<file path="config.mk">
export PLATFORM = sky130hd
export DESIGN_NAME = key_conditioner
export DESIGN_NICKNAME = d
export VERILOG_FILES = /design/src/rtl/key_conditioner_pkg.sv /design/src/rtl/key_debounce.sv /design/src/rtl/key_conditioner.sv
export SDC_FILE = /design/constraint.sdc
export NUM_CORES = 1
export LEC_CHECK = 0
export ABC_AREA = 0
export ABC_CLOCK_PERIOD_IN_PS = 3100
export CORE_MARGIN = 5
export CORE_UTILIZATION = 60
export CTS_BUF_LIST = sky130_fd_sc_hd__clkbuf_4
export CTS_CLUSTER_SIZE = 28
export DETAILED_ROUTE_END_ITERATION = 8
export GPL_TIMING_DRIVEN = 0
export PLACE_DENSITY = 0.84
export SLEW_MARGIN = 15
export SYNTH_ARGS = -nofsm -noshare
export SYNTH_HDL_FRONTEND = slang
export SYNTH_SLANG_ARGS = --single-unit
</file>
<file path="constraint.sdc">
create_clock -name Clk -period 3.1 [get_ports Clk]
set_input_delay 0.775 -clock Clk [delete_from_list [all_inputs] [get_ports Clk]]
set_output_delay 0.775 -clock Clk [all_outputs]
set_load 0.1 [all_outputs]
</file>
<file path="src/rtl/key_conditioner_pkg.sv">
// Shared definitions for the push-button conditioning used by the dice-simulator blocks.
package key_conditioner_pkg;

  // Per-key debounce FSM states.
  typedef enum logic [1:0] {
    StReleased    = 2'd0,
    StPressWait   = 2'd1,
    StPressed     = 2'd2,
    StReleaseWait = 2'd3
  } key_state_e;

  // Push-buttons are active-low.
  localparam logic KEY_PRESSED  = 1'b0;
  localparam logic KEY_RELEASED = 1'b1;

  // Debounce counter width for a given stable-cycle requirement.
  function automatic int unsigned cnt_width(input int unsigned cycles);
    return $clog2(cycles) + 1;
  endfunction

endpackage

</file>
<file path="src/rtl/key_debounce.sv">
// One push-button: synchronizer chain, debounce FSM and saturating stable-level counter.
// strobe_o is a registered one-cycle pulse on an accepted press; held_o follows the FSM state.
module key_debounce
  import key_conditioner_pkg::*;
#(
  parameter int unsigned DebounceCycles = 1000000,
  parameter int unsigned SyncStages     = 2
) (
  input  logic clk_i,
  input  logic rst_ni,
  input  logic key_i,
  output logic strobe_o,
  output logic held_o
);

  localparam int unsigned     CntW   = cnt_width(DebounceCycles);
  localparam logic [CntW-1:0] CntMax = CntW'(DebounceCycles - 1);

  logic [SyncStages-1:0] sync_q;
  logic                  level;
  key_state_e            state_q;
  logic [CntW-1:0]       cnt_q;
  logic [CntW-1:0]       cnt_inc;
  logic                  cnt_done;
  logic                  strobe_q;

  // Synchronizer chain; resets to the released level so reset never looks like a press.
  always_ff @(posedge clk_i) begin
    if (!rst_ni) begin
      sync_q <= '1;
    end else begin
      sync_q <= {sync_q[SyncStages-2:0], key_i};
    end
  end

  assign level = sync_q[SyncStages-1];

  // Saturating increment; done when this cycle's count reaches DebounceCycles-1.
  always_comb begin
    cnt_inc  = (cnt_q == CntMax) ? cnt_q : cnt_q + CntW'(1);
    cnt_done = (cnt_inc == CntMax);
  end

  // Debounce FSM with registered press strobe; release produces no strobe.
  always_ff @(posedge clk_i) begin
    if (!rst_ni) begin
      state_q  <= StReleased;
      cnt_q    <= '0;
      strobe_q <= 1'b0;
    end else begin
      strobe_q <= 1'b0;
      unique case (state_q)
        StReleased: begin
          if (level == KEY_PRESSED) begin
            state_q <= StPressWait;
            cnt_q   <= '0;
          end
        end
        StPressWait: begin
          if (level != KEY_PRESSED) begin
            state_q <= StReleased;
            cnt_q   <= '0;
          end else begin
            cnt_q <= cnt_inc;
            if (cnt_done) begin
              state_q  <= StPressed;
              strobe_q <= 1'b1;
            end
          end
        end
        StPressed: begin
          if (level != KEY_PRESSED) begin
            state_q <= StReleaseWait;
            cnt_q   <= '0;
          end
        end
        StReleaseWait: begin
          if (level == KEY_PRESSED) begin
            state_q <= StPressed;
            cnt_q   <= '0;
          end else begin
            cnt_q <= cnt_inc;
            if (cnt_done) begin
              state_q <= StReleased;
            end
          end
        end
        default: begin
          state_q <= StReleased;
          cnt_q   <= '0;
        end
      endcase
    end
  end

  assign strobe_o = strobe_q;
  assign held_o   = (state_q == StPressed) || (state_q == StReleaseWait);

endmodule

</file>
<file path="src/rtl/key_conditioner.sv">
// Conditions three raw push-buttons into inc/throw/dec strobes plus a held level for throw.
// Simultaneous inc and dec presses cancel; throw is independent of both.
module key_conditioner
  import key_conditioner_pkg::*;
#(
  parameter int unsigned DEBOUNCE_CYCLES = 1000000,
  parameter int unsigned SYNC_STAGES     = 2
) (
  input  logic Clk,
  input  logic Rst_n,
  input  logic KEY0,
  input  logic KEY1,
  input  logic KEY2,
  output logic inc_pulse,
  output logic throw_pulse,
  output logic dec_pulse,
  output logic throw_held
);

  logic strobe0, strobe1, strobe2;
  logic held0, held1, held2;
  logic unused_held;
  logic inc_q, throw_q, dec_q, held_q;

  key_debounce #(
    .DebounceCycles(DEBOUNCE_CYCLES),
    .SyncStages    (SYNC_STAGES)
  ) u_key0 (
    .clk_i   (Clk),
    .rst_ni  (Rst_n),
    .key_i   (KEY0),
    .strobe_o(strobe0),
    .held_o  (held0)
  );

  key_debounce #(
    .DebounceCycles(DEBOUNCE_CYCLES),
    .SyncStages    (SYNC_STAGES)
  ) u_key1 (
    .clk_i   (Clk),
    .rst_ni  (Rst_n),
    .key_i   (KEY1),
    .strobe_o(strobe1),
    .held_o  (held1)
  );

  key_debounce #(
    .DebounceCycles(DEBOUNCE_CYCLES),
    .SyncStages    (SYNC_STAGES)
  ) u_key2 (
    .clk_i   (Clk),
    .rst_ni  (Rst_n),
    .key_i   (KEY2),
    .strobe_o(strobe2),
    .held_o  (held2)
  );

  // Only the throw key exposes a held level.
  assign unused_held = held0 ^ held2;

  // Output stage: drop coincident inc/dec strobes, pass throw and its held level through.
  always_ff @(posedge Clk) begin
    if (!Rst_n) begin
      inc_q   <= 1'b0;
      throw_q <= 1'b0;
      dec_q   <= 1'b0;
      held_q  <= 1'b0;
    end else begin
      inc_q   <= strobe0 & ~strobe2;
      dec_q   <= strobe2 & ~strobe0;
      throw_q <= strobe1;
      held_q  <= held1;
    end
  end

  assign inc_pulse   = inc_q;
  assign throw_pulse = throw_q;
  assign dec_pulse   = dec_q;
  assign throw_held  = held_q;

endmodule

</file>
==> metrics.yaml, run 1 <==
synth-async-reset-ratio_pct: 0
die_h_um: 102
firstDrtPassIters: 5
min_period_ps: 2890
cts_tree: "done"
synth_top_family_by_area: "simple AND/OR/NAND/NOR gates"
core-area_um2: 8220
ant_nets: 0
criticalPathCategory: "register to register"
io_pins: 9
status: "completed"
wl_mm: 13.7
antenna_found_initial: 0
setup_viol: 0
hold_violations: 0
syn_inst: 680
gp_congestion: 0.998
area.growth.synth_to_final_pct: 8.21
placed_area_um2: 5260
via_count: 5299
skew_ps: 28.0
wl_per_cell_um: 16.9
grt_pass1_wl_mm: 22.8
path_clk_slew_ps: 150
numCtsBuffers: 9
grt_usage_pct: 27.4
synthMuxAreaShare_pct: 0.843
critical_path_required_ps: 3440
grt_max_degree: 17
rows: 33
fp.dieW_um: 102
synth.avg_cell_area_um2: 7.42
critPathMaxFanout: 8
tns_ps: 0
synth_flop_cell: "dfxtp_1"
slowest_stage: "dfxtp_1"
routed_via_density: 6.55
gr-total-overflow: 0
ys_ff_latch: 82
drv_cap: 0
slowest_delay_ps: 490
synth_simple_gate_area_share_pct: 35.4
yosys.area.top_type_share_pct: 32.5
port_buffers: 8
clock-root-buffer: "clkbuf_4"
final-max-slew-violation-count: 0
synth_nets: 688
synth_compound_area_share_pct: 22.7
first_iter_violations: 515
slew-limit-headroom_pct: 35.1
min_period_over_period_pct: 93.2
place_hpwl_mm: 9.73
num-nets-final: 707
worst_setup_path_end_kind: "register"
crit_buf_inv: 1
min_path_type: "register to register"
fmax_mhz: 346
ys_warn_count: 0
crit_path_start_kind: "register"
p_leak_nw: 1.71
final_cell_mix: "nor2_1, dfxtp_1, nand2_1, a21oi_1, o21ai_0"
synth_area_leader_cell: "dfxtp_1"
synth_adder_area_share_pct: 0.744
insertion_delay_ps: 440
syn_area_um2: 5050
h-tree-depth: 3
synth_enable_flop_cells: 0
ys_seq_area_share_pct: 32.5
synth_area_leaders: "dfxtp_1, nor2_1, a21oi_1"
drive_gt1_share_pct: 8.24
powerDensity_nw_per_um2: 360
synthDistinctLibCells: 65
clkSinkCount: 82
grt_pass1_vias: 4781
antenna_cells: 0
design_area_um2: 5460
dieArea_um2: 10300
crit_arrival_ps: 3230
ir_worst_vdd_mv: 0.251
worst_slew_pin_slew_ps: 970
rsz0062_at_grt: "false"
cpLargestDelayFamily: "simple AND/OR/NAND/NOR gates"
synthXorXnorAreaFrac_pct: 2.43
remaining_drc_errors: 0
crit_top_cell: "mux2_2"
cts.path.max_buffers: 2
r2r_slack_ps: 210
cts.hold.buffers_added: 0
cp_cell_sequence: "ha_1, buf_2, nand3_4, nor4_1, mux2_2, mux2_2, nor4_4, nor4b_2"
start_util_pct: 61.4
==> through the flow <==
stage          utilization [%]  setup slack [ps]  cells  hold WS (ps)  total power (W)
2_1_floorplan                -               731    680           382          0.00113
3_3_place_gp              64.0               165    793           387          0.00115
3_5_place_dp              64.0               146    793           401          0.00116
4_1_cts                   66.4               106    809           425          0.00198
5_1_grt                   66.5              28.4    809           419          0.00204
6_report                  66.5               211    809           423          0.00197
==> power by group <==
group          internal (W)   total, W  switching [W]
Sequential          0.00106    0.00106     0.00000341
Combinational     0.0000189  0.0000729      0.0000540
Clock              0.000422   0.000831       0.000409
Total               0.00150    0.00197       0.000466
==> Yosys cell counts, drive strengths merged, types with 6 or more instances <==
library cell  number
a211oi             6
a21oi             60
a22oi              6
a311oi            11
a31oi             10
a41oi              7
and2              11
and3               8
and4              14
buf               19
clkbuf            35
dfxtp             82
inv               10
nand2             64
nand2b            10
nand3             37
nand4             21
nor2              82
nor3              26
nor3b              6
nor4              19
nor4b              6
o21ai             54
xnor2             11
==> layout make-up <==
cell class / count / area (um^2)
Fill cell: 718 / 2760
Tap cell: 105 / 131
Clock inverter: 7 / 128
Multi-Input combinational cell: 534 / 3140
Clock buffer: 9 / 67.6
Sequential cell: 82 / 1640
Inverter: 10 / 37.5
Buffer: 54 / 234
Timing Repair Buffer: 8 / 80.1
==> worst paths after layout <==
check | startpoint | to | cells after the start
hold / removal | u_key0.strobe_o | dec_pulse | 1
hold reg to reg | u_key0.strobe_o | dec_pulse | 1
setup reg to reg | u_key2.cnt_q[1] | u_key2.strobe_o | 8
setup / recovery | u_key2.cnt_q[1] | u_key2.strobe_o | 8
==> state kept, by name (all words and copies together), names as in the netlist, 2 cells and up, named ones only <==
| name | flops |
|---|---|
| u_key1.sync_q | 2 |
| u_key0.sync_q | 2 |
| u_key0.cnt_q | 21 |
| u_key2.cnt_q | 21 |
| u_key1.cnt_q | 21 |
| u_key2.sync_q | 2 |
==> routing by layer <==
metal,up-vias,global-route usage [%],share of wire (%)
met3,37,4.48,7.3
met2,236,44.6,46
li1,2570,-,-
met1,2456,36.0,43
met4,0,11.3,2.8
met5,-,0,0
==> what timing repair did <==
item	CTS	global route
resized for setup	0	3
setup endpoints to repair	0	4
setup buffers	0	0
hold endpoints to repair	0	0
==> kinds of logic after synthesis <==
group,count (synthesis)
AND/OR/NAND/NOR,331
AO/OA/AOI/OAI,182
flip-flops,82
buffers and inverters,64
XOR/XNOR,14
multiplexers,4
adder cells (fa/ha/maj),3
Power figures use the tool's default switching activity.
==> run 2, diff against run 1 <==
Settings changed: CELL_PAD_IN_SITES_DETAIL_PLACEMENT set to 1, CELL_PAD_IN_SITES_GLOBAL_PLACEMENT set to 1, CORE_UTILIZATION 60 to 48, PLACE_DENSITY 0.84 to 0.89, REMOVE_ABC_BUFFERS set to 1.
==> metrics.yaml, run 2 (synthesis gave the netlist of run 1 again) <==
drv_cap: 0  # unchanged
start_util_pct: 49.1  # -12 points
path_clk_slew_ps: 120  # -30 ps
powerDensity_nw_per_um2: 339  # -6.0%
status: "completed"
routed_via_density: 6.57  # +0.24%
wl_per_cell_um: 19.0  # +12%
dieArea_um2: 12700  # +22%
critPathMaxFanout: 12  # +4
final_cell_mix: "nor2_1, dfxtp_1, nand2_1, a21oi_1, o21ai_0"
port_buffers: 8  # unchanged
hold_slack_ps: 410  # -12.7 ps
cts_resized: 1  # +1
setup_viol: 0  # unchanged
die_h_um: 113  # +11%
rows: 37  # +12%
clkSinkCount: 82  # unchanged
final-max-slew-violation-count: 0  # unchanged
criticalPathCategory: "register to register"
grt_max_degree: 27  # +10
critical_path_required_ps: 3460  # +20 ps
slew-limit-headroom_pct: 34.6  # -0.55 points
rsz0062_at_grt: "false"
via_count: 5174  # -2.4%
min_period_over_period_pct: 95.7  # +2.5 points
num-nets-final: 655  # -7.4%
fmax_mhz: 337  # -2.7%
skew_ps: 21.2  # -6.79 ps
crit_path_start_kind: "register"
area.growth.synth_to_final_pct: 4.54
crit_arrival_ps: 3330  # +100 ps
remaining_drc_errors: 0  # unchanged
ant_nets: 0  # unchanged
setup_ws_ps: 132  # -78.8 ps
hold_violations: 0  # unchanged
insertion_delay_ps: 470  # +30 ps
clock-root-buffer: "clkbuf_4"
io_pins: 9  # unchanged
antenna_cells: 0  # unchanged
cts.hold.buffers_added: 0  # unchanged
grt_usage_pct: 24.1  # -3.3 points
final_cells: 788  # -2.6%
h-tree-depth: 3  # unchanged
gr-total-overflow: 0  # unchanged
wl_mm: 15.0  # +9.5%
place_hpwl_mm: 10.4  # +6.8%
first_iter_violations: 439  # -15%
grt_pass1_vias: 5257  # +10%
worst_setup_path_end_kind: "register"
drive_gt1_share_pct: 6.44  # -1.8 points
dp.cells: 772  # -2.6%
min_period_ps: 2970  # +78.8 ps
ir_worst_vdd_mv: 0.298  # +19%
min_path_type: "register to register"
cts_tree: "done"
numCtsBuffers: 9  # unchanged
cts.path.max_buffers: 2  # unchanged
p_leak_nw: 1.57  # -8.4%
biggestRegsByFlops: "u_key0.cnt_q (21), u_key1.cnt_q (21), u_key2.cnt_q (21)"
core-area_um2: 10300  # +25%
grt_pass1_wl_mm: 25.4  # +11%
worst_slew_pin_slew_ps: 978  # +8.24 ps
tns_ps: 0  # unchanged
antenna_found_initial: 0  # unchanged
firstDrtPassIters: 5  # unchanged
postCtsSetupBuffers: 0  # unchanged
place_ws_ps: -208  # -354 ps
gp_congestion: 0.891  # -11%
p_total_w: 0.00179  # -9.2%
fp.dieW_um: 113  # +11%
==> run 2: changes by cell type in the layout (fill, tap and decap cells not counted), moves of 3 or more <==
cell	change
inv_6	-3
clkbuf_1	-32
buf_2	-16
clkbuf_2	-3
==> run 2: layout make-up <==
cell class              instances  area (um^2)
clock buffers                  11         82.6
clock inverters                 5         55.1
fillers                      1331         5000
inverters                      10         37.5
multi-input cells             534         3150
flip-flops and latches         82         1640
well taps                     136          170
repair buffers                 10          135
==> run 2: worst max-delay path: stages (launching register included) <==
cell and delay [ps]:
dfxtp_1 590, nand3_1 170, nor4_1 800, o21ai_0 410, a2111oi_4 530, nand2_1 160, and3_1 210
==> run 2: per-layer routing <==
| metal | GRT usage, % | vias to the layer above | wire [um] |
|---|---|---|---|
| met5 | 0 | - | 0 |
| met4 | 8.41 | 0 | 318 |
| met3 | 5.66 | 31 | 749 |
| met2 | 40.9 | 141 | 7390 |
| met1 | 30.0 | 2551 | 6530 |
| li1 | - | 2451 | - |
==> run 2: path summary, 6_finish.rpt <==
| check | from | endpoint | slack [ps] | depth (start not counted) |
|---|---|---|---|---|
| max reg2reg | u_key0.cnt_q[9] | u_key0.state_q[0] | 130 | 6 |
| min reg2reg | u_key0.strobe_o | dec_pulse | 410 | 1 |
| max | u_key0.cnt_q[9] | u_key0.state_q[0] | 130 | 6 |
| min | u_key0.strobe_o | dec_pulse | 410 | 1 |
==> run 2: report_power, final <==
part	internal [W]	switching [W]	leakage [nW]
clock network	0.000261	0.000388	0.0729
logic	0.0000229	0.0000510	0.835
registers	0.00106	0.00000403	0.662
total	0.00134	0.000443	1.57
==> run 2: through the flow <==
stage,cell area [um^2],utilization [%]
2_1_floorplan,4810,-
3_5_place_dp,5120,49.8
5_1_grt,5280,51.3
3_3_place_gp,5060,49.3
4_1_cts,5260,51.2
6_report,5280,51.3
